==> config.mk <==
export PLATFORM = sky130hd
export DESIGN_NAME = eu_ybuf_mp
export DESIGN_NICKNAME = d
export VERILOG_FILES = /design/src/rtl/eu_ybuf_mp.sv
export SDC_FILE = /design/constraint.sdc
export NUM_CORES = 1
export LEC_CHECK = 0
export CAP_MARGIN = 40
export CORE_UTILIZATION = 34
export DETAILED_ROUTE_END_ITERATION = 8
export PLACE_DENSITY = 0.63
export SLEW_MARGIN = 10
export SYNTH_ARGS = -nofsm -noshare
export SYNTH_HDL_FRONTEND = slang
export SYNTH_SLANG_ARGS = --single-unit
==> constraint.sdc <==
create_clock -name clk -period 4 [get_ports clk]
set_input_delay 0.4 -clock clk [delete_from_list [all_inputs] [get_ports clk]]
set_output_delay 0.4 -clock clk [all_outputs]
set_load 0.02 [all_outputs]
==> src/rtl/eu_ybuf_mp.sv <==
// ---------------------------------------------------------------------------
// eu_ybuf_mp
//
// Multi-port, consumer-counted result buffer for an execution-unit cache.
// ALU results are written direct-mapped by local address and carry a count of
// the operand reads that will consume them. Operand ports read the buffer
// combinationally with a tag check. Each granted read uses up one reference,
// and an entry is released on the edge where its last reference is consumed.
//
// Ports:
//   clk           clock, all state changes on the rising edge
//   reset         synchronous reset, active-high, highest priority
//   flush_i       invalidate every entry at the next edge
//   rd_addr_i     per-port operand address, port p at [p*ADDR_WIDTH +: ADDR_WIDTH]
//   rd_valid_i    per-port request valid
//   rd_data_o     per-port operand data, zero unless the port matches an entry
//   rd_success_o  per-port read granted this cycle
//   wr_addr_i     result address
//   wr_data_i     result data
//   wr_cnt_i      number of consumers for the result (0 is rejected)
//   wr_valid_i    result valid
//   wr_success_o  result accepted this cycle
//   occupancy_o   registered count of valid entries
// ---------------------------------------------------------------------------
module eu_ybuf_mp #(
    parameter int NUM_IDX_BITS = 2,
    parameter int ADDR_WIDTH   = 8,
    parameter int DATA_WIDTH   = 16,
    parameter int NUM_RD_PORTS = 2,
    parameter int CNT_BITS     = 2
) (
    input  logic                               clk,
    input  logic                               reset,
    input  logic                               flush_i,
    input  logic [NUM_RD_PORTS*ADDR_WIDTH-1:0] rd_addr_i,
    input  logic [NUM_RD_PORTS-1:0]            rd_valid_i,
    output logic [NUM_RD_PORTS*DATA_WIDTH-1:0] rd_data_o,
    output logic [NUM_RD_PORTS-1:0]            rd_success_o,
    input  logic [ADDR_WIDTH-1:0]              wr_addr_i,
    input  logic [DATA_WIDTH-1:0]              wr_data_i,
    input  logic [CNT_BITS-1:0]                wr_cnt_i,
    input  logic                               wr_valid_i,
    output logic                               wr_success_o,
    output logic [NUM_IDX_BITS:0]              occupancy_o
);

    localparam int NUM_ENTRIES = 1 << NUM_IDX_BITS;
    localparam int TAG_WIDTH   = ADDR_WIDTH - NUM_IDX_BITS;
    localparam int OCC_WIDTH   = NUM_IDX_BITS + 1;

    // Control state (reset) and payload state (not reset).
    logic [NUM_ENTRIES-1:0] valid_q;
    logic [CNT_BITS-1:0]    cnt_q  [NUM_ENTRIES];
    logic [TAG_WIDTH-1:0]   tag_q  [NUM_ENTRIES];
    logic [DATA_WIDTH-1:0]  data_q [NUM_ENTRIES];
    logic [OCC_WIDTH-1:0]   occ_q;

    // Read-side decode and arbitration.
    logic [NUM_IDX_BITS-1:0] rd_idx [NUM_RD_PORTS];
    logic [TAG_WIDTH-1:0]    rd_tag [NUM_RD_PORTS];
    logic [NUM_RD_PORTS-1:0] rd_match;
    logic [NUM_RD_PORTS-1:0] rd_grant;
    logic [31:0]             rank;

    // Per-entry consumption this cycle.
    logic [CNT_BITS-1:0]     dec_cnt [NUM_ENTRIES];
    logic [NUM_ENTRIES-1:0]  freed;
    logic [OCC_WIDTH-1:0]    freed_num;

    // Write-side decode.
    logic [NUM_IDX_BITS-1:0] wr_idx;
    logic [TAG_WIDTH-1:0]    wr_tag;

    // A port is served when fewer earlier ports already claimed the same
    // entry than the entry has references left.
    function automatic logic within_quota(input logic [31:0] prior,
                                          input logic [CNT_BITS-1:0] cnt);
        return prior < 32'(cnt);
    endfunction

    assign wr_idx = wr_addr_i[NUM_IDX_BITS-1:0];
    assign wr_tag = wr_addr_i[ADDR_WIDTH-1:NUM_IDX_BITS];

    always_comb begin
        rd_match     = '0;
        rd_grant     = '0;
        rd_data_o    = '0;
        rd_success_o = '0;
        rank         = '0;

        for (int p = 0; p < NUM_RD_PORTS; p++) begin
            rd_idx[p]   = rd_addr_i[p*ADDR_WIDTH +: NUM_IDX_BITS];
            rd_tag[p]   = rd_addr_i[p*ADDR_WIDTH + NUM_IDX_BITS +: TAG_WIDTH];
            rd_match[p] = rd_valid_i[p] && valid_q[rd_idx[p]]
                          && (tag_q[rd_idx[p]] == rd_tag[p]);
            if (rd_match[p]) begin
                rd_data_o[p*DATA_WIDTH +: DATA_WIDTH] = data_q[rd_idx[p]];
            end
        end

        // Ascending port order: the rank of a port is the number of lower
        // ports hitting the same entry.
        for (int p = 0; p < NUM_RD_PORTS; p++) begin
            rank = '0;
            for (int q = 0; q < p; q++) begin
                if (rd_match[q] && (rd_idx[q] == rd_idx[p])) begin
                    rank = rank + 32'd1;
                end
            end
            rd_grant[p] = rd_match[p] && within_quota(rank, cnt_q[rd_idx[p]])
                          && !flush_i && !reset;
        end
        rd_success_o = rd_grant;
    end

    // Grants never exceed cnt, so the decrement fits in CNT_BITS and an
    // entry frees exactly when its decrement equals its remaining count.
    always_comb begin
        freed     = '0;
        freed_num = '0;
        for (int e = 0; e < NUM_ENTRIES; e++) begin
            dec_cnt[e] = '0;
            for (int p = 0; p < NUM_RD_PORTS; p++) begin
                if (rd_grant[p] && (rd_idx[p] == NUM_IDX_BITS'(e))) begin
                    dec_cnt[e] = dec_cnt[e] + CNT_BITS'(1);
                end
            end
            freed[e]  = valid_q[e] && (dec_cnt[e] != '0) && (dec_cnt[e] == cnt_q[e]);
            freed_num = freed_num + OCC_WIDTH'(freed[e]);
        end
    end

    // Availability is judged on pre-edge state: a slot released this cycle
    // still looks occupied to the writer.
    assign wr_success_o = wr_valid_i && !valid_q[wr_idx] && (wr_cnt_i != '0)
                          && !flush_i && !reset;

    assign occupancy_o = occ_q;

    always_ff @(posedge clk) begin
        if (reset || flush_i) begin
            valid_q <= '0;
            occ_q   <= '0;
            for (int e = 0; e < NUM_ENTRIES; e++) begin
                cnt_q[e] <= '0;
            end
        end else begin
            for (int e = 0; e < NUM_ENTRIES; e++) begin
                // A write and a read never target the same entry together:
                // writes need an empty slot, reads need a valid one.
                if (wr_success_o && (wr_idx == NUM_IDX_BITS'(e))) begin
                    valid_q[e] <= 1'b1;
                    cnt_q[e]   <= wr_cnt_i;
                end else if (dec_cnt[e] != '0) begin
                    cnt_q[e] <= cnt_q[e] - dec_cnt[e];
                    if (freed[e]) begin
                        valid_q[e] <= 1'b0;
                    end
                end
            end
            occ_q <= occ_q + OCC_WIDTH'(wr_success_o) - freed_num;
        end
    end

    always_ff @(posedge clk) begin
        if (wr_success_o) begin
            tag_q[wr_idx]  <= wr_tag;
            data_q[wr_idx] <= wr_data_i;
        end
    end

endmodule

==> results of run 1 <==
## per-layer routing
layer / part of all wire, % / up-vias / global-route usage (%) / wire length [um]
li1: - / 1682 / - / -
met1: 41 / 1880 / 20.8 / 5580
met2: 53 / 98 / 29.5 / 7250
met3: 4.0 / 13 / 2.62 / 538
met4: 1.5 / 0 / 6.36 / 205
met5: 0 / - / 0 / 0
## logic make-up (layout without fill, tap and decap cells)
family | count (synthesis) | count (layout) | synth area share (%)
buffers and inverters | 36 | 180 | 3.03
DFF | 103 | 103 | 54.2
adders and majority gates | 17 | 17 | 4.22
muxes | 54 | 54 | 20.8
xor gates and xnor gates | 25 | 25 | 3.93
and+or+nand+nor | 94 | 94 | 10.1
AOI/OAI and AO/OA | 25 | 25 | 3.70
## through the flow
| stage | hold WS [ns] | total power [mW] | setup TNS (ns) | area (sq um) |
|---|---|---|---|---|
| final | 0.629 | 2.40 | -0.657 | 7650 |
| after global routing | 0.659 | 2.47 | -1.15 | 7650 |
| after floorplan | 0.465 | 1.37 | -0.418 | 5610 |
| after global placement | 0.607 | 1.49 | -2.10 | 6980 |
| after CTS | 0.630 | 2.42 | -0.407 | 7510 |
| after detailed placement | 0.611 | 1.49 | -2.19 | 6980 |
## path summary, 6_finish.rpt
kind | startpoint | endpoint | depth (start not counted)
min | valid_q[3] | valid_q[3] | 3
min reg2reg | valid_q[3] | valid_q[3] | 3
max | tag_q[1][5] | valid_q[2] | 23
max reg2reg | tag_q[1][5] | valid_q[2] | 23
## state kept, by name, indices dropped and copies added, names as in the netlist
name         flops
occupancy_o      3
data_q          64
valid_q          4
tag_q           24
cnt_q            8
## repair_timing
action / CTS / global route
resized for setup: 30 / 14
pin swaps: 10 / 7
setup buffers: 10 / 6
setup endpoints to repair: 3 / 4
hold buffers: 0 / 0
## layout make-up
cell class	count	area, sq um
fill	1396	8290
sequential	103	3020
multi-input combinational	215	2600
timing repair buffer	149	1390
tap	216	270
clock buffer	9	225
clock inverter	7	86.3
inverter	15	56.3
## worst max-delay path: stages, from the launching register on
cell	delay, ns
edfxtp_1	0.39
mux4_2	0.50
xor2_2	0.18
nor4_4	0.33
buf_4	0.18
o211ai_4	0.12
buf_6	0.18
buf_4	0.13
or3_1	0.37
ha_2	0.19
nand4b_1	0.23
buf_4	0.18
buf_4	0.12
buf_6	0.10
buf_6	0.11
buf_6	0.10
buf_6	0.10
buf_6	0.10
buf_6	0.10
buf_6	0.10
buf_6	0.10
buf_4	0.11
nand2_1	0.05
a21oi_1	0.05
## power groups by stage
stage	sequential (mW)	combinational [mW]	clock, mW
4_1_cts	1.21	0.263	0.944
5_1_grt	1.21	0.289	0.963
6_report	1.21	0.268	0.918
3_5_place_dp	1.24	0.257	0
3_3_place_gp	1.23	0.252	0
2_1_floorplan	1.23	0.140	0
## cell usage in the layout (no fill, tap or decap), drive strengths merged, types with 10 or more instances in the layout
cell type	n
inv	19
xnor2	15
and2	18
edfxtp	96
ha	14
clkdlybuf4s50	82
nand2	15
mux4	47
nor2b	11
xor2	10
buf	67
==> summary.txt, run 1 <==
Placed design
  – Dpl cells: 682
  – Detailed placer's ending HPWL: 9.32 mm
  – Place WS: -0.912 ns
  – Port Buf Inserts: 85
  – Final Wtd Congestion: 0.826

Power and ir drop
  – Pint: 1.84 mW
  – P_leak: 2.63 nW
  – P_sw: 554 uW
  – Share of power burned in registers: 50.5%
  – Clock share of power: 38.3%
  – PwrDens: 313 mW/mm^2
  – Sw frac: 23.1%
  – Peak supply drop: 0.293 mV
  – Combinational power share: 11.2%

STA
  – Max Slew Vio Count: 0
  – Endpoints failing setup: 3
  – Worst Slack Setup Final: -0.237 ns
  – Worst slew pin tran: 0.426 ns
  – Final hold violations: 0
  – Max_slew headroom: 71.6%
  – Minimum clock period: 4.24 ns
  – Final period util: 106%
  – RSZ-0062 raised after global routing: yes
  – Worst clock skew: 0.00995 ns
  – Maximum clock frequency: 236 MHz

Drt
  – Detailed-route wire length per cell: 19.0 um
  – Vias/cell: 5.14
  – Antenna Nets Post-Route: 0
  – DRT iter0 DRCs: 164
  – Length of the first detailed-routing pass in iterations: 4
  – Via count: 3,673
  – Residual DRC: 0
  – WL final: 13.6 mm

Synth
  – EDFF count, synth: 96
  – Top post-synthesis cells by area: edfxtp_1, mux4_2, mux4_1, ha_1, dfxtp_1
  – Netlist Area Pre-Place: 0.00557 sq mm
  – Commonest cells post-synth: edfxtp_1, mux4_2, and2_1, nand2_1, xnor2_1
  – Top-area cell type share of the netlist area: 51.7%
  – Post-synthesis sequential area ratio: 54.2%
  – Cell count after synthesis: 354
  – Distinct cells, synth: 49
  – Syn Nets: 419
  – Async SR Flop Fraction: 0%
  – FF+latch count, synth: 103
  – Syn Area/Cell: 15.7 sq um
  – Main flop type after synthesis: edfxtp_1
  – Yosys warns: 0
  – Yosys top cell by area: edfxtp_1
  – Most frequent cell after synthesis: edfxtp_1

Clocking
  – CTS HTree Levels: 3
  – Clk sinks: 103
  – CTS tree: yes
  – Clk root buf: clkbuf_16
  – Reg clk slew, reported paths: 0.07 ns
  – TritonCTS Buffers: 9
  – Clk Latency, worst-skew pair: 0.35 ns
  – Clock Path Buffers: 2

Worst setup path
  – CP arrival: 4.48 ns
  – Crit-path max FO: 6
  – Worst setup EP type: register
  – CP required: 4.24 ns
  – Reg2reg setup slack: -0.24 ns
  – Critical path class: register to register
  – Startpoint Class: register

Cells and area
  – Area added between synthesis and finish: 37.2%
  – Final net count: 558
  – Core Util, Final: 48.0%
  – Final cell count without fillers: 714
  – Layout cells sized above 1: 32.9%
  – Diodes inserted: 0

Global routing
  – Global-route wire length before repair: 20.7 mm
  – Pin count of the biggest net entering global routing: 29
  – GRT Util Overall: 16.8%
  – GR Overflow Total: 0
  – Vias in the first global route: 3,742
  – Initial antenna violation count: 0

Floorplanning
  – Io pins: 86
  – Starting Density: 35.0%
  – Total core area: 0.0159 sq mm
  – Die area: 0.0169 sq mm
  – Row cnt: 46
  – Horiz. Die Dim: 130 um
  – Die Ht: 130 um

Outcome
  – Status: finished, violations left
  – Failing checks: negative setup slack

Flow run
  – Max Cap Viol: 0

Worst hold path
  – Worst min path class: register to register
Note: power is estimated with default switching activity, not from simulation.
==> run 2: changes to the inputs <==
GPL_TIMING_DRIVEN = 0   (was default)
==> run 2 against run 1 <==
The run still ends with negative setup slack left. Sequential power about the same. Core utilization down 1.5 points. First-iteration DRC count down 10%. Via count down 3.2%. Clock power down 13%. Highest routed layer unchanged. Hold slack worse by 0.095 ns. Fmax down 1.2%. Die area unchanged.
==> summary.txt, run 2 (synthesized netlist as in run 1, its figures left out) <==
STA
  – Worst slew pin tran: 1.02 ns (+0.592 ns)
  – Max_slew headroom: 31.2% (-40 points)
  – Max Slew Vio Count: 0 (unchanged)
  – Endpoints failing setup: 2 (-1)
  – Worst Slack Setup Final: -0.286 ns (-0.0493 ns)
  – Final period util: 107% (+1.2 points)
  – Setup TNS: -0.541 ns (+0.116 ns)
  – Worst clock skew: 0.00331 ns (-0.00664 ns)
  – RSZ-0062 raised after global routing: yes
  – Minimum clock period: 4.29 ns (+0.0493 ns)
  – Final hold violations: 0 (unchanged)
  – Maximum clock frequency: 233 MHz (-1.2%)

Drt
  – Length of the first detailed-routing pass in iterations: 4 (unchanged)
  – Vias/cell: 5.18 (+0.65%)
  – WL final: 13.4 mm (-1.5%)
  – Via count: 3,557 (-3.2%)
  – Antenna Nets Post-Route: 0 (unchanged)
  – DRT iter0 DRCs: 147 (-10%)
  – Residual DRC: 0 (unchanged)
  – Detailed-route wire length per cell: 19.5 um (+2.4%)

Worst setup path
  – Reg2reg end: occupancy_o[2]
  – Reg2reg setup slack: -0.29 ns (-0.05 ns)
  – Critical path class: register to register
  – Reg2reg path depth: 15 (-35%)
  – CP required: 4.21 ns (-0.03 ns)
  – FF-to-FF Start: tag_q[3][5]
  – Startpoint Class: register
  – Crit path from: tag_q[3][5]
  – CP arrival: 4.50 ns (+0.02 ns)
  – Crit-path max FO: 5 (-1)
  – CP endpoint: occupancy_o[2]
  – Worst setup EP type: register

Placed design
  – Port Buf Inserts: 83 (-2.4%)
  – Final Wtd Congestion: 0.767 (-7.1%)
  – Cell Area, Placed: 0.00685 sq mm (-1.9%)
  – Detailed placer's ending HPWL: 9.64 mm (+3.5%)

Global routing
  – GR Overflow Total: 0 (unchanged)
  – Global-route wire length before repair: 20.4 mm (-1.3%)
  – Vias in the first global route: 3,794 (+1.4%)
  – Met2 GRT Util: 29.3% (-0.19 points)
  – Routing usage on met3: 3.69% (+1.1 points)
  – Met1 usage: 20.6% (-0.16 points)
  – GRT Util Overall: 16.7% (-0.069 points)
  – Pin count of the biggest net entering global routing: 17 (-41%)
  – Initial antenna violation count: 0 (unchanged)
  – Most crowded layer after global routing: met2

Cells and area
  – Design area: 0.00740 sq mm (-3.2%)
  – Area added between synthesis and finish: 32.8%
  – Core Util, Final: 46.4% (-1.5 points)
  – Max reg flops: 64 (unchanged)
  – Layout cells sized above 1: 26.5% (-6.4 points)
  – Commonest non-fill, non-tap cell in the layout: edfxtp_1
  – Largest regs: data_q x64, tag_q x24, cnt_q x8
  – Most frequent cells in the layout: edfxtp_1, clkdlybuf4s50_1, mux4_2, and2_1, nand2_1
  – Final net count: 531 (-4.8%)
  – Diodes inserted: 0 (unchanged)
  – Top reg by flops: data_q

Power and ir drop
  – Sw frac: 22.7% (-0.41 points)
  – Pint: 1.76 mW (-4.5%)
  – P_leak: 2.46 nW (-6.6%)
  – Clock share of power: 35.2% (-3.1 points)
  – P_sw: 517 uW (-6.7%)
  – Total Power: 2.28 mW (-5.0%)
  – PwrDens: 308 mW/mm^2 (-1.9%)
  – Share of power burned in registers: 53.2% (+2.7 points)
  – Peak supply drop: 0.209 mV (-29%)
  – Combinational power share: 11.6% (+0.4 points)

Floorplanning
  – Io pins: 86 (unchanged)
  – Total core area: 0.0159 sq mm (unchanged)
  – Die area: 0.0169 sq mm (unchanged)
  – Die Ht: 130 um (unchanged)
  – Horiz. Die Dim: 130 um (unchanged)
  – Starting Density: 35.0% (unchanged)
  – Row cnt: 46 (unchanged)

Clocking
  – TritonCTS Buffers: 9 (unchanged)
  – Hold Buf Count CTS: 0 (unchanged)
  – Clk sinks: 103 (unchanged)
  – Clk root buf: clkbuf_16
  – CTS HTree Levels: 3 (unchanged)
  – Clock Path Buffers: 2 (unchanged)
  – Clk Latency, worst-skew pair: 0.34 ns (about the same)
  – CTS tree: yes
  – Reg clk slew, reported paths: 0.07 ns (about the same)

Outcome
  – Failing checks: negative setup slack
  – Status: finished, violations left

Flow run
  – Max Cap Viol: 0 (unchanged)

Worst hold path
  – Worst min path class: register to register
  – Hold_sp: valid_q[3]
  – Worst Hold Depth: 2 (-1)
[run 2: cell count changes in the layout (fill, tap and decap cells not counted), moves of 3 or more]
cell / before / now
buf_4: 50 / 10
inv_6: 4 / 1
clkbuf_1: 0 / 11
buf_8: 0 / 6
xnor2_1: 14 / 11
xnor2_2: 1 / 4
buf_6: 12 / 4
[run 2: layer usage]
metal	wire length, um	vias to the layer above
li1	-	1629
met5	0	-
met3	625	15
met4	189	0
met2	7060	99
met1	5500	1814
[run 2: final cells by class]
class	instances	area (sq um)
fill	1418	8540
sequential	103	3020
multi-input combinational	216	2610
timing repair buffer	100	1030
tap	216	270
clock buffer	11	233
buffer	21	151
inverter	15	56.3
clock inverter	5	33.8
[run 2: what timing repair did]
action,in CTS,in global routing
setup buffers,7,3
resized for setup,25,21
endpoints found under the setup margin,15,4
gates cloned,0,1
endpoints found under the hold margin,0,0
pin swaps,5,8
[run 2: worst min-delay path by stage]
stage,end
detailed placement,valid_q[3]
finish,valid_q[3]
CTS,valid_q[3]
global route,valid_q[3]
floorplan,valid_q[2]
global placement,valid_q[3]
[run 2: stage by stage]
| step | worst slack (ns) | hold WS, ns | instances |
|---|---|---|---|
| final | -0.286 | 0.534 | 687 |
| after global routing | -0.421 | 0.575 | 687 |
| after CTS | -0.336 | 0.542 | 683 |
| after detailed placement | -1.46 | 0.530 | 660 |
| after global placement | -1.34 | 0.518 | 653 |
| after floorplan | -0.226 | 0.465 | 354 |
[run 2: power by group through the flow]
stage	sequential [mW]	combinational, mW	clock, mW
final	1.21	0.264	0.802
after global routing	1.21	0.285	0.866
after CTS	1.21	0.257	0.821
after detailed placement	1.24	0.244	0
after global placement	1.23	0.233	0
after floorplan	1.23	0.140	0
[run 2: worst max-delay path, cell delays in order (launching register included)]
cell and delay (ns):
edfxtp_1 0.38, mux4_2 0.50, xor2_2 0.18, nor4_4 0.43, o211a_4 0.28, buf_6 0.14, a2111oi_4 0.07, ha_1 0.36
ha_4 0.28, nand4b_1 0.16, fa_2 0.51, ha_4 0.18, fa_2 0.35, xnor2_2 0.14, xnor2_1 0.14, nor2_1 0.06
